`src/rtl/arbiter_pkg.sv`:
```
`default_nettype none
// =====================================================================
// Module : arbiter_pkg
// Brief  : Shared state encoding and width helper for the stream mux.
// Rev    : 1.0  initial release
// =====================================================================
package arbiter_pkg;

  typedef enum logic [0:0] {
    IDLE  = 1'b0,
    BURST = 1'b1
  } state_t;

  // Ceiling log2; usable in constant expressions for port/counter widths.
  function automatic int clog2(input int value);
    int result;
    result = 0;
    for (int i = 0; i < 31; i++) begin
      if ((1 << i) < value) result = i + 1;
    end
    return result;
  endfunction

endpackage
`default_nettype wire

```
`src/rtl/arbiter_stream_mux_rr_pick.sv`:
```
`default_nettype none
// =====================================================================
// Module : rr_pick
// Brief  : Round-robin picker; first request strictly above ptr, with wrap.
// Rev    : 1.0  initial release
// =====================================================================
module rr_pick #(
  parameter int N     = 9,
  parameter int IDX_W = 4
) (
  input  logic [N-1:0]     req,
  input  logic [IDX_W-1:0] ptr,
  output logic [N-1:0]     pick,
  output logic [IDX_W-1:0] idx,
  output logic             any
);

  logic [N-1:0]   w_above;
  logic [2*N-1:0] w_dbl;

  always_comb begin
    w_above = '0;
    for (int i = 0; i < N; i++) begin
      w_above[i] = (i > int'(ptr));
    end
  end

  // Lower half holds only requests above ptr, so the lowest set bit of the
  // doubled vector is the next owner; the upper half supplies the wrap.
  assign w_dbl = {req, req & w_above};

  always_comb begin
    pick = '0;
    idx  = '0;
    any  = 1'b0;
    for (int j = 0; j < 2 * N; j++) begin
      if (!any && w_dbl[j]) begin
        any                          = 1'b1;
        idx                          = IDX_W'((j >= N) ? (j - N) : j);
        pick[(j >= N) ? (j - N) : j] = 1'b1;
      end
    end
  end

endmodule
`default_nettype wire

```
`src/rtl/arbiter_stream_mux.sv`:
```
`default_nettype none
// =====================================================================
// Module : arbiter_stream_mux
// Brief  : Packet-aware N:1 round-robin stream scheduler, registered output.
// Rev    : 1.0  initial release
// =====================================================================
module arbiter_stream_mux
  import arbiter_pkg::*;
#(
  parameter int  NUM_PORTS  = 9,
  parameter int  DATA_WIDTH = 32,
  parameter int  MAX_BURST  = 16,
  localparam int PORT_W     = clog2(NUM_PORTS)
) (
  input  logic                            clk,
  input  logic                            rst,
  input  logic [NUM_PORTS-1:0]            in_valid,
  input  logic [NUM_PORTS-1:0]            in_last,
  input  logic [NUM_PORTS*DATA_WIDTH-1:0] in_data,
  output logic [NUM_PORTS-1:0]            in_ready,
  output logic                            out_valid,
  output logic                            out_last,
  output logic [DATA_WIDTH-1:0]           out_data,
  output logic [PORT_W-1:0]               out_port,
  input  logic                            out_ready,
  output logic [NUM_PORTS-1:0]            grant,
  output logic                            active
);

  localparam logic [PORT_W-1:0] C_PTR_INIT = PORT_W'(NUM_PORTS - 1);

  state_t                  r_state;
  logic [NUM_PORTS-1:0]    r_grant;
  logic [PORT_W-1:0]       r_ptr;
  logic [NUM_PORTS-1:0]    w_pick;
  logic [PORT_W-1:0]       w_pick_idx;
  logic                    w_any;
  logic                    w_can_load;
  logic                    w_accept;
  logic                    w_sel_last;
  logic                    w_cnt_hit;
  logic                    w_burst_end;
  logic [DATA_WIDTH-1:0]   w_sel_data;

  rr_pick #(
    .N     (NUM_PORTS),
    .IDX_W (PORT_W)
  ) u_pick (
    .req  (in_valid),
    .ptr  (r_ptr),
    .pick (w_pick),
    .idx  (w_pick_idx),
    .any  (w_any)
  );

  // Grant is zero outside BURST, so in_ready is naturally gated by state.
  assign w_can_load  = ~out_valid | out_ready;
  assign in_ready    = r_grant & {NUM_PORTS{w_can_load}};
  assign w_accept    = |(in_valid & in_ready);
  assign w_sel_last  = |(in_last & r_grant);
  assign w_burst_end = w_accept & (w_sel_last | w_cnt_hit);

  always_comb begin
    w_sel_data = '0;
    for (int p = 0; p < NUM_PORTS; p++) begin
      if (r_grant[p]) w_sel_data = w_sel_data | in_data[p*DATA_WIDTH +: DATA_WIDTH];
    end
  end

  if (MAX_BURST != 0) begin : g_cnt
    localparam int               CNT_W      = clog2(MAX_BURST + 1);
    localparam logic [CNT_W-1:0] C_CNT_LAST = CNT_W'(MAX_BURST - 1);
    logic [CNT_W-1:0]            r_cnt;

    always_ff @(posedge clk or negedge rst) begin
      if (!rst) begin
        r_cnt <= '0;
      end else if (w_burst_end) begin
        r_cnt <= '0;
      end else if (w_accept) begin
        r_cnt <= r_cnt + 1'b1;
      end
    end

    assign w_cnt_hit = (r_cnt == C_CNT_LAST);
  end else begin : g_no_cnt
    assign w_cnt_hit = 1'b0;
  end

  // The pointer doubles as the owner index for the whole burst.
  always_ff @(posedge clk or negedge rst) begin
    if (!rst) begin
      r_state <= IDLE;
      r_grant <= '0;
      r_ptr   <= C_PTR_INIT;
    end else begin
      case (r_state)
        IDLE: begin
          if (w_any) begin
            r_state <= BURST;
            r_grant <= w_pick;
            r_ptr   <= w_pick_idx;
          end
        end
        BURST: begin
          if (w_burst_end) begin
            r_state <= IDLE;
            r_grant <= '0;
          end
        end
        default: begin
          r_state <= IDLE;
          r_grant <= '0;
        end
      endcase
    end
  end

  always_ff @(posedge clk or negedge rst) begin
    if (!rst) begin
      out_valid <= 1'b0;
      out_last  <= 1'b0;
      out_data  <= '0;
      out_port  <= '0;
    end else if (w_accept) begin
      out_valid <= 1'b1;
      out_last  <= w_sel_last;
      out_data  <= w_sel_data;
      out_port  <= r_ptr;
    end else if (out_ready) begin
      out_valid <= 1'b0;
    end
  end

  assign grant  = r_grant;
  assign active = (r_state == BURST);

endmodule
`default_nettype wire

```
`config.mk`:
```
export PLATFORM = sky130hd
export DESIGN_NAME = arbiter_stream_mux
export DESIGN_NICKNAME = d
export VERILOG_FILES = /design/src/rtl/arbiter_pkg.sv /design/src/rtl/arbiter_stream_mux_rr_pick.sv /design/src/rtl/arbiter_stream_mux.sv
export SDC_FILE = /design/constraint.sdc
export NUM_CORES = 1
export LEC_CHECK = 0
export BUFFER_PORTS_ARGS = -buffer_cell sky130_fd_sc_hd__buf_2
export CAP_MARGIN = 20
export CORE_AREA = 2 2 144 146
export DETAILED_ROUTE_END_ITERATION = 7
export DIE_AREA = 0 0 146 148
export PLACE_DENSITY = 0.5
export SKIP_CTS_REPAIR_TIMING = 1
export SYNTH_ARGS = -nofsm -noshare
export SYNTH_HDL_FRONTEND = slang
export SYNTH_SLANG_ARGS = --single-unit
```
`constraint.sdc`:
```
create_clock -name clk -period 5.8 [get_ports clk]
set_input_delay 0.58 -clock clk [delete_from_list [all_inputs] [get_ports clk]]
set_output_delay 0.58 -clock clk [all_outputs]
set_load 0.05 [all_outputs]
```
==> summary.md <==
| Metric | Value |
|---|---|
| Tot GR Track Use | `19.9%` |
| Grt ovf | `0` |
| Cell Pwr Density | `503 nW/um^2` |
| Logic pwr share | `61.8%` |
| Final min period | `2.86 ns` |
| DP HPWL | `16.5 mm` |
| Layout cell share with drive strength beyond 1 | `50.6%` |
| TritonCTS Buffers | `9` |
| Tcrit/Tclk final | `49.4%` |
| Reg2reg start | `grant[6]` |
| Detailed Route WL | `22.8 mm` |
| DIE AREA | `21600 um^2` |
| Syn Std Cell Area | `4120 um^2` |
| Via count | `5627` |
| Final slew viol count | `0` |
| Int Pwr | `0.00155 W` |
| CP arrival | `3.08 ns` |
| I/O pin total | `366` |
| Crit-path max FO | `50` |
| Reg2reg path depth | `6` |
| Final Net Count | `1121` |
| Iteration-0 DRC count of the detailed router | `574` |
| WL met1 | `9.14 mm` |
| Clock sinks | `57` |
| Yosys Warn Count | `0` |
| Clk Latency, worst-skew pair | `0.32 ns` |
| EDFF count, synth | `0` |
| First-pass GRT wire length | `32.7 mm` |
| Critical Path Source | `grant[6]` |
| Die X | `146 um` |
| Worst-Margin Slew | `0.865 ns` |
| Reg-to-reg critical path endpoint | `g_cnt.r_cnt[1]` |
| Initial antenna violation count | `1` |
| Syn Inst Count | `474` |
| Required time of the critical path | `6.01 ns` |
| VDD IR max | `281 uV` |
| DR vias/cell | `5.18` |
| Chip height | `148 um` |
| Uppermost layer routed | `met4` |
| Main flop type after synthesis | `dfrtp_1` |
| FFs w/ async S/R, synth | `100%` |
| Met3 wire length | `2.14 mm` |
| Static leakage | `3.24 nW` |
| WHS | `0.420 ns` |
| Flop2flop setup slack | `2.94 ns` |
| Max Freq | `0.349 GHz` |
| Setup TNS | `0 ns` |
| Final number of hold-violating endpoints | `0` |
| RSZ-0062 raised after global routing | `no` |
| CP Capture Point | `g_cnt.r_cnt[1]` |
| CP Class | `reg2reg` |
| Reg power frac | `21.7%` |
| Largest net degree at the start of global routing | `58` |
| CTS tree | `built` |
| #FFs+latches synth | `57` |
| Reg clk slew, reported paths | `0.05 ns` |
| Switching share of power | `52.3%` |
| Slew margin rel. | `42.3%` |
| DRT Pass-1 Iters | `8` |
| Syn_nets | `785` |
| Status | `finished, final reports clean` |
| Crit. End Element | `flip-flop` |
| WL met2 | `11.1 mm` |
| Final core utilization | `32.2%` |
| Number of setup violations in the final report | `0` |
| Unique masters post-synth | `58` |
| GPL Wtd Cong | `0.895` |
| Fraction of power consumed by the clock network | `16.4%` |
| Crit path launch type | `flip-flop` |
| Max Cap Viol | `0` |
| Htree depth | `3` |
| Core Box Area | `20000 um^2` |
| Placement Rows | `52` |
| CTS root buf | `clkbuf_16` |
| Worst min-delay path class | `in2async` |
| Wire per inst | `21.0 um` |
| Seq/Total Area, Yosys | `34.6%` |
| Vias in the first global route | `5652` |
| Buffers on Ports | `365` |
| Clock Skew | `0.00504 ns` |
| Drt drc | `0` |
| Post-Syn Area per Cell | `8.70 um^2` |
| Clock buffer depth | `2` |
| Net switching power | `0.00170 W` |
| Routed Antenna Nets | `0` |
| Starting density of the core | `20.6%` |
| Area grow syn2layout | `56.4%` |
power groups by stage:
stage	sequential [W]	combinational, W	clock [W]
global route	0.000729	0.00219	0.000572
finish	0.000705	0.00200	0.000533
floorplan	0.000996	0.00110	0
global placement	0.000710	0.00201	0
detailed placement	0.000712	0.00202	0
CTS	0.000708	0.00202	0.000556
layer usage:
layer	vias to the layer above	GRT usage (%)
li1	2605	-
met1	2637	25.1
met2	360	34.0
met3	25	4.60
met4	0	5.87
met5	-	0
cells by family (layout without fill, tap and decap cells):
family	count (synthesis)	in the layout	share of synthesized area, %
and+or+nand+nor	138	138	16.9
AOI/OAI and AO/OA	219	219	41.5
DFF	57	57	34.6
adders and majority gates	2	2	0.607
other	0	1	0
buffers and inverters	58	399	6.34
state kept, by name, indices dropped and copies added (netlist names):
signal / cells
r_ptr: 4
out_valid: 1
active: 1
out_data: 32
grant: 9
out_last: 1
out_port: 4
g_cnt.r_cnt: 5
critical path, stage by stage, from the launching register on:
cell and delay [ns]:
dfrtp_2 0.69, a222oi_1 0.43, nand3_1 0.19, o21ai_4 0.58
buf_4 0.50, nor2_1 0.14, a22o_1 0.19
cells in the mapped netlist, types with 3 or more instances:
master	instances	area [um^2]
a221oi_1	32	280
a222oi_1	34	340
nor3b_1	3	22.5
nor3_1	3	15.0
o21ai_0	42	210
a22o_1	5	43.8
and2_1	9	56.3
nand2b_1	3	18.8
clkbuf_8	3	41.3
o2bb2ai_1	5	43.8
a31oi_1	3	18.8
a22oi_1	69	518
nand3_1	37	185
dfrtp_1	56	1400
nand2_1	54	203
a21oi_1	4	20.0
inv_1	8	30.0
or2_2	3	18.8
nor2_1	9	33.8
clkbuf_1	45	169
how the worst min path moves through the flow:
stage	start	to	slack (ns)
2_1_floorplan	rst	active	0.28
3_3_place_gp	out_data[30]	out_data[30]	0.46
3_5_place_dp	out_data[10]	out_data[10]	0.47
4_1_cts	rst	out_data[1]	0.45
5_1_grt	rst	out_data[31]	0.50
6_report	rst	out_port[0]	0.42
metrics by stage:
stage / instance area, um^2 / std cells / total power [W] / setup slack, ns
6_report: 6450 / 1086 / 0.00324 / 2.94
3_5_place_dp: 6150 / 1069 / 0.00273 / 2.82
4_1_cts: 6450 / 1085 / 0.00329 / 2.82
5_1_grt: 6450 / 1086 / 0.00349 / 2.59
3_3_place_gp: 6150 / 1069 / 0.00272 / 2.87
2_1_floorplan: 4120 / 474 / 0.00210 / 3.26
cells in the final DEF, fill, tap and decap left out, types with 2 or more instances in the layout:
cell type	netlist	layout
and2_1	9	9
clkbuf_8	3	2
or2_2	3	3
o21ai_0	42	42
nand4_1	2	2
dfrtp_1	56	52
a222oi_1	34	34
clkbuf_1	45	2
and2b_2	2	2
clkinv_2	0	2
a31oi_1	3	3
nand3_1	37	37
clkbuf_16	0	9
nor3b_1	3	3
nand3b_1	2	2
ha_1	2	2
a21boi_0	2	2
nor3_1	3	3
buf_4	0	10
a21oi_1	4	4
dfrtp_2	0	4
a2bb2oi_1	2	2
nor4b_1	2	2
a41oi_1	2	2
or2b_2	2	2
nand2b_1	3	3
nor2_1	9	9
a22o_1	5	5
inv_1	8	8
buf_2	0	365
a22oi_1	69	69
a221oi_1	32	32
nand2_1	54	54
o2bb2ai_1	5	5
layout make-up:
class	count	area (um^2)
Fill cell	2194	13600
Multi-Input combinational cell	359	2450
Timing Repair Buffer	375	1900
Sequential cell	57	1430
Tap cell	270	338
Clock buffer	13	260
Clock inverter	3	40.0
Inverter	8	30.0
Antenna cell	1	2.50
Power figures use the tool's default switching activity.
